`config.mk`:
```
export PLATFORM = sky130hd
export DESIGN_NAME = piso32_tx
export DESIGN_NICKNAME = d
export VERILOG_FILES = /design/src/rtl/piso32_pkg.sv /design/src/rtl/piso32_tx.sv
export SDC_FILE = /design/constraint.sdc
export NUM_CORES = 1
export LEC_CHECK = 0
export BUFFER_PORTS_ARGS = -buffer_cell sky130_fd_sc_hd__buf_2
export CAP_MARGIN = 20
export CORE_ASPECT_RATIO = 0.75
export CORE_MARGIN = 2
export CORE_UTILIZATION = 53
export DETAILED_ROUTE_END_ITERATION = 8
export PLACE_DENSITY_LB_ADDON = 0.25
export SYNTH_ARGS = -nofsm -noshare
export SYNTH_HDL_FRONTEND = slang
export SYNTH_SLANG_ARGS = --single-unit
```
`constraint.sdc`:
```
create_clock -name clk -period 2.16 [get_ports clk]
set_clock_uncertainty 0.05 [all_clocks]
set_input_delay 0.216 -clock clk [delete_from_list [all_inputs] [get_ports clk]]
set_output_delay 0.216 -clock clk [all_outputs]
set_load 0.01 [all_outputs]
```
`src/rtl/piso32_pkg.sv`:
```
// Shared types and constants for the piso32 serial transmitter.
package piso32_pkg;

  localparam int DEF_WIDTH = 32;

  typedef enum logic {
    TX_IDLE  = 1'b0,
    TX_SHIFT = 1'b1
  } tx_state_t;

endpackage

```
`src/rtl/piso32_tx.sv`:
```
// Parallel-in/serial-out transmitter: accepts a word on a valid/ready
// handshake and emits it one bit per shift_en strobe with framing flags.
module piso32_tx
  import piso32_pkg::*;
#(
  parameter int WIDTH     = DEF_WIDTH,
  parameter bit MSB_FIRST = 1'b1
) (
  input  logic             clk,
  input  logic             rst,
  input  logic             in_valid,
  output logic             in_ready,
  input  logic [WIDTH-1:0] in_data,
  input  logic             shift_en,
  output logic             sdo,
  output logic             sdo_valid,
  output logic             sdo_first,
  output logic             sdo_last,
  output logic             done
);

  localparam int CW = $clog2(WIDTH);
  localparam logic [CW-1:0] CNT_TOP = CW'(WIDTH - 1);

  tx_state_t        state, state_n;
  logic [WIDTH-1:0] sreg;
  logic [CW-1:0]    bit_cnt;
  logic             first_q;
  logic             done_q;
  logic             last_bit;
  logic             accept;
  logic             out_bit;

  assign last_bit = (state == TX_SHIFT) && (bit_cnt == '0);
  assign accept   = in_valid && in_ready;
  assign out_bit  = MSB_FIRST ? sreg[WIDTH-1] : sreg[0];

  // Ready opens in the last-bit cycle only when that bit is being consumed,
  // which lets the next word load with no idle bubble.
  always_comb begin
    in_ready = 1'b0;
    state_n  = state;
    if (!rst) begin
      in_ready = (state == TX_IDLE) || (last_bit && shift_en);
    end
    case (state)
      TX_IDLE:  if (accept) state_n = TX_SHIFT;
      TX_SHIFT: if (last_bit && shift_en) state_n = accept ? TX_SHIFT : TX_IDLE;
      default:  state_n = TX_IDLE;
    endcase
  end

  always_ff @(posedge clk or posedge rst) begin
    if (rst) begin
      state   <= TX_IDLE;
      sreg    <= '0;
      bit_cnt <= '0;
      first_q <= 1'b0;
      done_q  <= 1'b0;
    end else begin
      state  <= state_n;
      done_q <= last_bit && shift_en;
      if (accept) begin
        sreg    <= in_data;
        bit_cnt <= CNT_TOP;
        first_q <= 1'b1;
      end else if ((state == TX_SHIFT) && shift_en) begin
        first_q <= 1'b0;
        if (bit_cnt != '0) begin
          sreg    <= MSB_FIRST ? {sreg[WIDTH-2:0], 1'b0} : {1'b0, sreg[WIDTH-1:1]};
          bit_cnt <= bit_cnt - CW'(1);
        end
      end
    end
  end

  assign sdo       = (state == TX_SHIFT) && out_bit;
  assign sdo_valid = (state == TX_SHIFT);
  assign sdo_first = (state == TX_SHIFT) && first_q;
  assign sdo_last  = last_bit;
  assign done      = done_q;

endmodule

```
==> summary.md <==
| Metric | Value |
|---|---|
| Kind of critical path | reg2out |
| Synthesis-stage register bit count | 40 |
| Most common cell in the synthesized netlist | nand2_1 |
| Finish-stage setup viols | 0 |
| Tightest Hold Check Type | in2async |
| Ratio of total power to cell area | 1100 mW/mm^2 |
| Setup repair after global routing missed its margin | false |
| Post-CTS Setup Bufs | 0 |
| FFs w/ async S/R, synth | 1.00 |
| Cell taking the most area after synthesis | dfrtp_1 |
| Placed instance count | between 200 and 300 |
| Detailed route wirelength on metal2 | 1590 um |
| Static leakage | between 1 and 1.5 nW |
| Layout cells sized above 1 | 0.214 |
| Placed wire-length estimate after detailed placement | 2410 um |
| Number of failing hold endpoints at the final stage | 0 |
| Max Clk Rate | 498 MHz |
| Total met3 wirelength after detailed routing | 207 um |
| Pre-Repair DR Iteration Count | 4 |
| Unique masters post-synth | 23 |
| Remaining DRCs | 0 |
| Tmin final | 2010 ps |
| Avg Synthesized Cell Area | 8.62 sq um |
| Clock H-tree levels | 2 |
| Cell types occupying the most area after synthesis | dfrtp_1 53%, nand2_1 14%, a31oi_1 9.6% |
| Slew @ Worst Pin | 498 ps |
| Endpoint arrival time on the critical path | 1740 ps |
| Ports placed on the boundary | 42 |
| Area growth from synthesis to layout | 17.4% |
| Vias in the first global route | 1374 |
| Number of diodes | 0 |
| CTS tree | yes |
| Clock buffer count from CTS | 5 |
| Critical Path Start Type | flop |
| Total number of vias | roughly 1500 |
| Initial cell density of the core | 0.563 |
| Mapped Nets | 257 |
| Proportion of netlist area held by the largest area contributor | 0.530 |
| Largest net degree at the start of global routing | 68 |
| Post-Route M1 WL | 1940 um |
| Root Driver | clkbuf_8 |
| Slew Viols, Final | 0 |
| Total standard cell area after synthesis | 0.00189 sq mm |
| Mapped Cells | 219 |
| Min Hold Slack | slightly above 60 ps |
| Antenna viol nets, final | 0 |
| Worst max-slew margin expressed relative to the limit | 0.668 |
| Via-to-Cell Ratio | 5.21 |
| Y dimension of the die | 55.7 um |
| Sink Count | 40 |
| Final #Nets | 295 |
| Leading cell types by count after synthesis | 71 x nand2_1, 40 x dfrtp_1, 32 x nor2_1 |
| Sum Neg Setup Slack | 0 ps |
| Top FF cell, synth | dfrtp_1 |
| Result of the run | completed |
| Avg WL per Cell | 12.6 um |
| Remaining global-route overflow | 0 |
| Maximum net fanout on the critical path | 4 |
| Count of warnings emitted by yosys | 0 |
| Longest Clk Path Bufs | 2 |
| Total Die Area | 0.00406 sq mm |
| Data required time at the worst endpoint | 1890 ps |
| Site Rows | 18 |
| Worst slack at placement | 199 ps |
| Clock-pin slew on the worst setup and hold paths | 70 ps |
| Final routed wirelength across all metal layers | approximately 3800 um |
| Period Utilization, post-route | 0.930 |
| Initial DRC count | 103 |
| Max-capacitance violation count | 0 |
| Core Footprint | between 0.003 and 0.004 sq mm |
| Global-route usage over all layers | 0.203 |
| Wire length of the first global-routing pass | 6410 um |
| Width of the die | between 70 and 80 um |
| Hold buffer count at cts | 0 |
| Final worst setup slack | 151 ps |
| Input/output buffers | 41 |
| DR top layer | met4 |
| Routability congestion estimate from global placement | 0.754 |
| Sort of element at the end of the critical path | output pin |
| Post-route non-filler standard cell count | 297 |
| PostCTS Resize Cnt | 0 |
| IR drop worst, VDD | 531 uV |
| Antenna violations before repair | 0 |
| Number of flops mapped to enable cells by yosys | 0 |
| Clk Latency, worst-skew pair | 280 ps |
| Share of synthesized area occupied by flip-flops and latches | 0.530 |
==> where the power goes <==
| part | total, W | internal, W | switching [W] |
|---|---|---|---|
| Sequential | 0.00124 | 0.00105 | 0.000191 |
| Clock | 0.000459 | 0.000220 | 0.000239 |
| Combinational | 0.000747 | 0.000336 | 0.000411 |
==> cell type report <==
type,count,area (sq um)
flip-flops and latches,40,1000
inverters,6,22.5
repair buffers,45,260
well taps,40,50.0
clock inverters,1,5.00
multi-input cells,159,805
clock buffers,6,72.6
fillers,283,1140
==> metrics by stage <==
step           total power, W  cell area, sq um   util
2_1_floorplan         0.00178              1890      -
5_1_grt               0.00264              2220  0.660
6_report              0.00245              2220  0.660
3_3_place_gp          0.00196              2140  0.637
3_5_place_dp          0.00199              2140  0.637
4_1_cts               0.00247              2220  0.660
==> critical path, stage by stage, from the launching register on <==
cell and delay, ps:
dfrtp_1 410, inv_1 100, ha_1 190, nor4b_2 200
buf_4 180, nand2_1 70, a21oi_1 160, buf_2 150
==> cell usage in the layout, fill, tap and decap left out, drive strengths merged <==
master and instances:
dfrtp 40, a41oi 1, clkinv 2, xnor2 1, nor2 32, nand4 1
nor3 1, ha 2, a21oi 1, nor3b 1, or4b 1, xor2 3
buf 45, and2 4, nor4b 1, o211ai 3, clkbuf 6, a31oi 29
nand2 72, nand3 5, o21ai 1, inv 5
==> logic make-up after synthesis <==
logic type | after synthesis | share of synthesized area
simple gates | 118 | 0.265
buf+inv | 20 | 0.0550
xor+xnor | 4 | 0.0186
flops | 40 | 0.530
fa+ha+maj | 2 | 0.0133
compound gates | 35 | 0.118
==> flip-flops by register name (all words and copies together), names as in the netlist <==
| signal | flops |
|---|---|
| bit_cnt | 5 |
| done | 1 |
| first_q | 1 |
| sdo_valid | 1 |
| sreg | 32 |
==> path summary, 6_finish.rpt <==
| kind | start | to | slack, ps | depth (start not counted) |
|---|---|---|---|---|
| worst max-delay path | bit_cnt[1]$_DFFE_PP0P_ | in_ready | 150 | 7 |
| worst min-delay path | rst | sreg[27]$_DFFE_PP0P_ | 60 | 3 |
| worst max register to register | bit_cnt[1]$_DFFE_PP0P_ | sreg[30]$_DFFE_PP0P_ | 160 | 6 |
| worst min register to register | first_q$_DFFE_PP0P_ | first_q$_DFFE_PP0P_ | 430 | 2 |
| max in group asynchronous | rst | sreg[0]$_DFFE_PP0P_ | 1660 | 3 |
| min in group clk | in_data[27] | sreg[27]$_DFFE_PP0P_ | 140 | 3 |
==> metal layers <==
layer  vias up  GRT usage
met5         -          0
met4         0     0.0556
met3         2     0.0543
met2        37      0.281
met1       703      0.314
li1        804          -
No activity file was read; power rests on OpenSTA's default activity.
